[src/rtl/axi_lite_reg_slave.sv]
// AXI4-Lite slave fronting a bank of NUM_REGS 32-bit read/write registers.
// The write path buffers AW and W independently; the read path runs in parallel.
`timescale 1ns/1ps
module axi_lite_reg_slave #(
  parameter int NUM_REGS   = 16,
  parameter int ADDR_WIDTH = 32
) (
  input  logic                  clk,
  input  logic                  rst,
  input  logic                  awvalid,
  output logic                  awready,
  input  logic [ADDR_WIDTH-1:0] awaddr,
  input  logic [2:0]            awprot,
  input  logic                  wvalid,
  output logic                  wready,
  input  logic [31:0]           wdata,
  input  logic [3:0]            wstrb,
  output logic                  bvalid,
  input  logic                  bready,
  output logic [1:0]            bresp,
  input  logic                  arvalid,
  output logic                  arready,
  input  logic [ADDR_WIDTH-1:0] araddr,
  input  logic [2:0]            arprot,
  output logic                  rvalid,
  input  logic                  rready,
  output logic [31:0]           rdata,
  output logic [1:0]            rresp
);

  localparam int IDX_W = $clog2(NUM_REGS);

  logic [31:0]      regs_q [NUM_REGS];
  logic [31:0]      regs_d [NUM_REGS];
  logic             aw_full_q, aw_full_d;
  logic [IDX_W-1:0] aw_idx_q, aw_idx_d;
  logic             aw_err_q, aw_err_d;
  logic             w_full_q, w_full_d;
  logic [31:0]      wdata_q, wdata_d;
  logic [3:0]       wstrb_q, wstrb_d;
  logic             awready_q, awready_d;
  logic             wready_q, wready_d;
  logic             bvalid_q, bvalid_d;
  logic [1:0]       bresp_q, bresp_d;
  logic             arready_q, arready_d;
  logic             rvalid_q, rvalid_d;
  logic [31:0]      rdata_q, rdata_d;
  logic [1:0]       rresp_q, rresp_d;

  logic             ar_err;
  logic             unused_inputs;

  assign unused_inputs = ^{awprot, arprot, awaddr[1:0], araddr[1:0]};
  assign ar_err        = |araddr[ADDR_WIDTH-1:IDX_W+2];

  always_comb begin
    regs_d    = regs_q;
    aw_full_d = aw_full_q;
    aw_idx_d  = aw_idx_q;
    aw_err_d  = aw_err_q;
    w_full_d  = w_full_q;
    wdata_d   = wdata_q;
    wstrb_d   = wstrb_q;
    bvalid_d  = bvalid_q;
    bresp_d   = bresp_q;
    rvalid_d  = rvalid_q;
    rdata_d   = rdata_q;
    rresp_d   = rresp_q;

    if (awvalid && awready_q) begin
      aw_full_d = 1'b1;
      aw_idx_d  = awaddr[2 +: IDX_W];
      aw_err_d  = |awaddr[ADDR_WIDTH-1:IDX_W+2];
    end
    if (wvalid && wready_q) begin
      w_full_d = 1'b1;
      wdata_d  = wdata;
      wstrb_d  = wstrb;
    end

    // Both halves were buffered on an earlier edge, so commit now.
    if (aw_full_q && w_full_q) begin
      if (!aw_err_q) begin
        for (int b = 0; b < 4; b++) begin
          if (wstrb_q[b]) regs_d[aw_idx_q][8*b +: 8] = wdata_q[8*b +: 8];
        end
      end
      bvalid_d  = 1'b1;
      bresp_d   = aw_err_q ? 2'b10 : 2'b00;
      aw_full_d = 1'b0;
      w_full_d  = 1'b0;
    end else if (bvalid_q && bready) begin
      bvalid_d = 1'b0;
    end

    awready_d = !aw_full_d && !bvalid_d;
    wready_d  = !w_full_d && !bvalid_d;

    // Reads sample regs_q, so a same-edge commit is not yet visible.
    if (arvalid && arready_q) begin
      rvalid_d = 1'b1;
      rdata_d  = ar_err ? 32'h0 : regs_q[araddr[2 +: IDX_W]];
      rresp_d  = ar_err ? 2'b10 : 2'b00;
    end else if (rvalid_q && rready) begin
      rvalid_d = 1'b0;
    end

    arready_d = !rvalid_d;
  end

  always_ff @(posedge clk or negedge rst) begin
    if (!rst) begin
      for (int i = 0; i < NUM_REGS; i++) regs_q[i] <= 32'h0;
      aw_full_q <= 1'b0;
      aw_idx_q  <= '0;
      aw_err_q  <= 1'b0;
      w_full_q  <= 1'b0;
      wdata_q   <= 32'h0;
      wstrb_q   <= 4'h0;
      awready_q <= 1'b0;
      wready_q  <= 1'b0;
      bvalid_q  <= 1'b0;
      bresp_q   <= 2'b00;
      arready_q <= 1'b0;
      rvalid_q  <= 1'b0;
      rdata_q   <= 32'h0;
      rresp_q   <= 2'b00;
    end else begin
      regs_q    <= regs_d;
      aw_full_q <= aw_full_d;
      aw_idx_q  <= aw_idx_d;
      aw_err_q  <= aw_err_d;
      w_full_q  <= w_full_d;
      wdata_q   <= wdata_d;
      wstrb_q   <= wstrb_d;
      awready_q <= awready_d;
      wready_q  <= wready_d;
      bvalid_q  <= bvalid_d;
      bresp_q   <= bresp_d;
      arready_q <= arready_d;
      rvalid_q  <= rvalid_d;
      rdata_q   <= rdata_d;
      rresp_q   <= rresp_d;
    end
  end

  assign awready = awready_q;
  assign wready  = wready_q;
  assign bvalid  = bvalid_q;
  assign bresp   = bresp_q;
  assign arready = arready_q;
  assign rvalid  = rvalid_q;
  assign rdata   = rdata_q;
  assign rresp   = rresp_q;

endmodule

[config.mk]
export PLATFORM = sky130hd
export DESIGN_NAME = axi_lite_reg_slave
export DESIGN_NICKNAME = d
export VERILOG_FILES = /design/src/rtl/axi_lite_reg_slave.sv
export SDC_FILE = /design/constraint.sdc
export NUM_CORES = 1
export LEC_CHECK = 0
export CAP_MARGIN = 5
export CORE_MARGIN = 3
export CORE_UTILIZATION = 45
export DETAILED_ROUTE_END_ITERATION = 8
export PLACE_DENSITY = 0.68
export SLEW_MARGIN = 30
export SYNTH_ARGS = -nofsm -noshare
export SYNTH_HDL_FRONTEND = slang
export SYNTH_SLANG_ARGS = --single-unit
[constraint.sdc]
create_clock -name clk -period 2.75 [get_ports clk]
set_clock_uncertainty 0.15 [all_clocks]
set_input_delay 0.55 -clock clk [delete_from_list [all_inputs] [get_ports clk]]
set_output_delay 0.55 -clock clk [all_outputs]
set_load 0.005 [all_outputs]
==> out/summary.txt <==
PwrDens: 665 nW/um^2
metal3 WL: 2.35 mm
# Max-Cap Violations: 0
cts repair resizes: 0
reg2reg start: w_full_q$_DFF_PN0_
total track usage: 0.214
wl on met1: 29.9 mm
Crit-path slowest cell: nand2_1
Post-Syn Area per Cell: 13.8 sq um
fill count: 4,717
Worst EP required: 3100 ps
vias: 16,500
DP Area: 29,400 sq um
worst-path maximum fanout: 11
initial drt markers: 1,006
Critical Path Source Type: flop
row count: 88
Syn Std Cell Area: 26,700 sq um
DR vias/cell: 5.69
met2 WL post-DR: 32.6 mm
top sig layer: met4
max-slew violation count: 0
Reg clk slew, reported paths: 60 ps
leakage: 0.0153 uW
crit end category: flop
Synth Instances: 1,940
YS warnings: 0
Routed WL per cell: 22.9 microns
CP arrival: 2880 ps
antenna diode count: 0
EDFF count, synth: 0
RSZ-0062 raised after global routing: no
Primary FF master, synth: dfrtp_1
Skew-Pair Late Insertion Delay: 630 ps
Max Freq: 396 MHz
Synth async-reset ratio: 1.00
H-tree depth: 2
Post-Route WL: 66.4 mm
largest net degree at the start of global routing: 75
Die X: 250 microns
Num CTS Buffers: 61
endpoints failing hold: 0
worst slack, placed: 111 ps
setup tns final: 0 ps
Finished Cell Area: 31,500 sq um
hold buffer count at cts: 1
area of the multi-input gates: 11,300 sq um
CTS tree: done
minimum clock period: 2530 ps
Worst Slack Setup Final: 223 ps
Ports: 154
Die Y: 250 microns
layout cells sized above 1: 0.357
CP Cell Sequence: and3b_1 -> buf_4 -> and2_1 -> nand2_1 -> mux2_2
Max-Slew Margin vs Limit: 0.543
post-CTS setup buffers: 0
Setup-failing EPs final: 0
synthesis-to-layout area growth: 17.7%
initial antenna violation count: 0
Storage cell area: 14,900 sq um
Yosys cell types: 41
peak per-stage delay on the critical path: 520 ps
GPL Wtd Cong: 0.806
outcome: completed
drt first pass iters: 5
DPL Wire Length: 42.6 mm
CTS Root Cell: clkbuf_16
peak supply drop: 0.000571 V
Worst setup startpoint: w_full_q$_DFF_PN0_
ANT nets after route: 0
GRT overflow: 0
number of global-route vias before repair: 17,600
Core Region: 58,200 sq um
IO Port Bufs: 141
register area share after synthesis: 0.556
Final nets: 2,206
Tightest Pin Transition: 681 ps
clk sinks: 594
DRC Markers: 0
initial core utilization: 0.459
period utilization: 0.919
kind of critical path: flop to flop
clock buffer depth: 3
#FFs+latches synth: 594
hold crit path type: input pin to async pin
first-pass GRT wire length: 105 mm
total die area: 62,400 sq um
## sequential cells by signal, indices dropped and copies added, names as in the netlist
| register | cells |
|---|---|
| aw_err_q | 1 |
| aw_full_q | 1 |
| w_full_q | 1 |
| arready | 1 |
| rdata | 32 |
| wstrb_q | 4 |
| rresp | 1 |
| wready | 1 |
| wdata_q | 32 |
| regs_q | 512 |
| bvalid | 1 |
| bresp | 1 |
| rvalid | 1 |
| aw_idx_q | 4 |
| awready | 1 |
## power by group
group / switching (uW) / internal [uW]
Sequential: 1370 / 9170
Combinational: 957 / 916
Clock: 3400 / 5130
Total: 5720 / 15200
## Yosys cell counts, types with 2 or more instances
library cell / n / share of area
buf_2: 20 / 0.0037
dfrtp_1: 594 / 0.56
nand2b_1: 7 / 0.0016
mux2i_1: 254 / 0.095
clkbuf_1: 66 / 0.0093
and2_1: 4 / 0.00094
buf_6: 3 / 0.0013
nand2_1: 41 / 0.0058
o22ai_1: 94 / 0.022
nor3_1: 66 / 0.012
nor4_1: 11 / 0.0026
inv_1: 4 / 0.00056
nor2_4: 16 / 0.0067
nor2b_1: 2 / 0.00047
o31ai_1: 32 / 0.0090
or2_2: 4 / 0.00094
buf_1: 5 / 0.00070
nor2_1: 36 / 0.0051
a211oi_1: 2 / 0.00056
mux4_2: 2 / 0.0017
mux2_1: 32 / 0.013
mux2_2: 521 / 0.22
buf_4: 23 / 0.0065
o21ai_0: 33 / 0.0062
nor2_2: 4 / 0.00094
nand2_2: 46 / 0.011
nor3_2: 4 / 0.0015
## worst paths after layout
| check | cells after the start | end | slack (ps) |
|---|---|---|---|
| max reg2reg | 5 | regs_q[456]$_DFFE_PN0P_ | 220 |
| max | 5 | regs_q[456]$_DFFE_PN0P_ | 220 |
| min | 2 | regs_q[354]$_DFFE_PN0P_ | 290 |
| min reg2reg | 2 | rdata[0]$_DFFE_PN0P_ | 330 |
| min in group clk | 2 | rdata[0]$_DFFE_PN0P_ | 330 |
| max in group asynchronous | 4 | regs_q[313]$_DFFE_PN0P_ | 1240 |
## cell families after synthesis
family,synth area share
mux,0.330
flops,0.556
buf+inv,0.0220
other cells,0.000140
compound gates,0.0385
simple gates,0.0538
## cells in the final DEF, fill, tap and decap left out, types with 3 or more instances in the layout
master	n
bufinv_16	7
o31ai_1	32
nand2_1	39
nor2_1	36
dfrtp_1	594
mux2_1	32
nor4_1	11
inv_1	3
or2_2	4
nand2b_1	5
nand2_2	48
mux2_2	521
buf_4	36
o21ai_0	33
and2_1	4
clkbuf_1	18
inv_6	3
nor2_2	4
clkdlybuf4s50_1	139
clkinv_2	4
nor2_4	16
nor3_2	4
clkbuf_8	15
clkbuf_16	61
mux2i_1	254
nor3_1	66
o22ai_1	94
buf_12	28
## through the flow
step / cells / hold WS, ps / util / total power, uW
final: 2905 / 285 / 0.540 / 20900
after global routing: 2905 / 324 / 0.540 / 21800
after floorplan: 1941 / 104 / - / 11400
after detailed placement: 2794 / 320 / 0.505 / 12600
after global placement: 2794 / 317 / 0.505 / 12400
after CTS: 2905 / 302 / 0.540 / 21100
## worst max-delay path: cells and delay by family (launching register included)
kind | cells | cell delay, ps
AND/OR/NAND/NOR | 3 | 1200
flip-flops | 1 | 420
multiplexers | 1 | 420
buffers and inverters | 1 | 200
## cell type report
| cell class | instances | area share |
|---|---|---|
| Sequential cell | 594 | 0.472 |
| Clock buffer | 94 | 0.0572 |
| Inverter | 4 | 0.000477 |
| Timing Repair Buffer | 206 | 0.0719 |
| Clock inverter | 16 | 0.00867 |
| Multi-Input combinational cell | 1226 | 0.359 |
| Tap cell | 765 | 0.0304 |
## per-layer routing
layer | vias up | GRT usage
li1 | 7408 | -
met1 | 8710 | 0.293
met2 | 313 | 0.359
met3 | 95 | 0.0257
met4 | 0 | 0.0590
met5 | - | 0
Power figures use the tool's default switching activity.
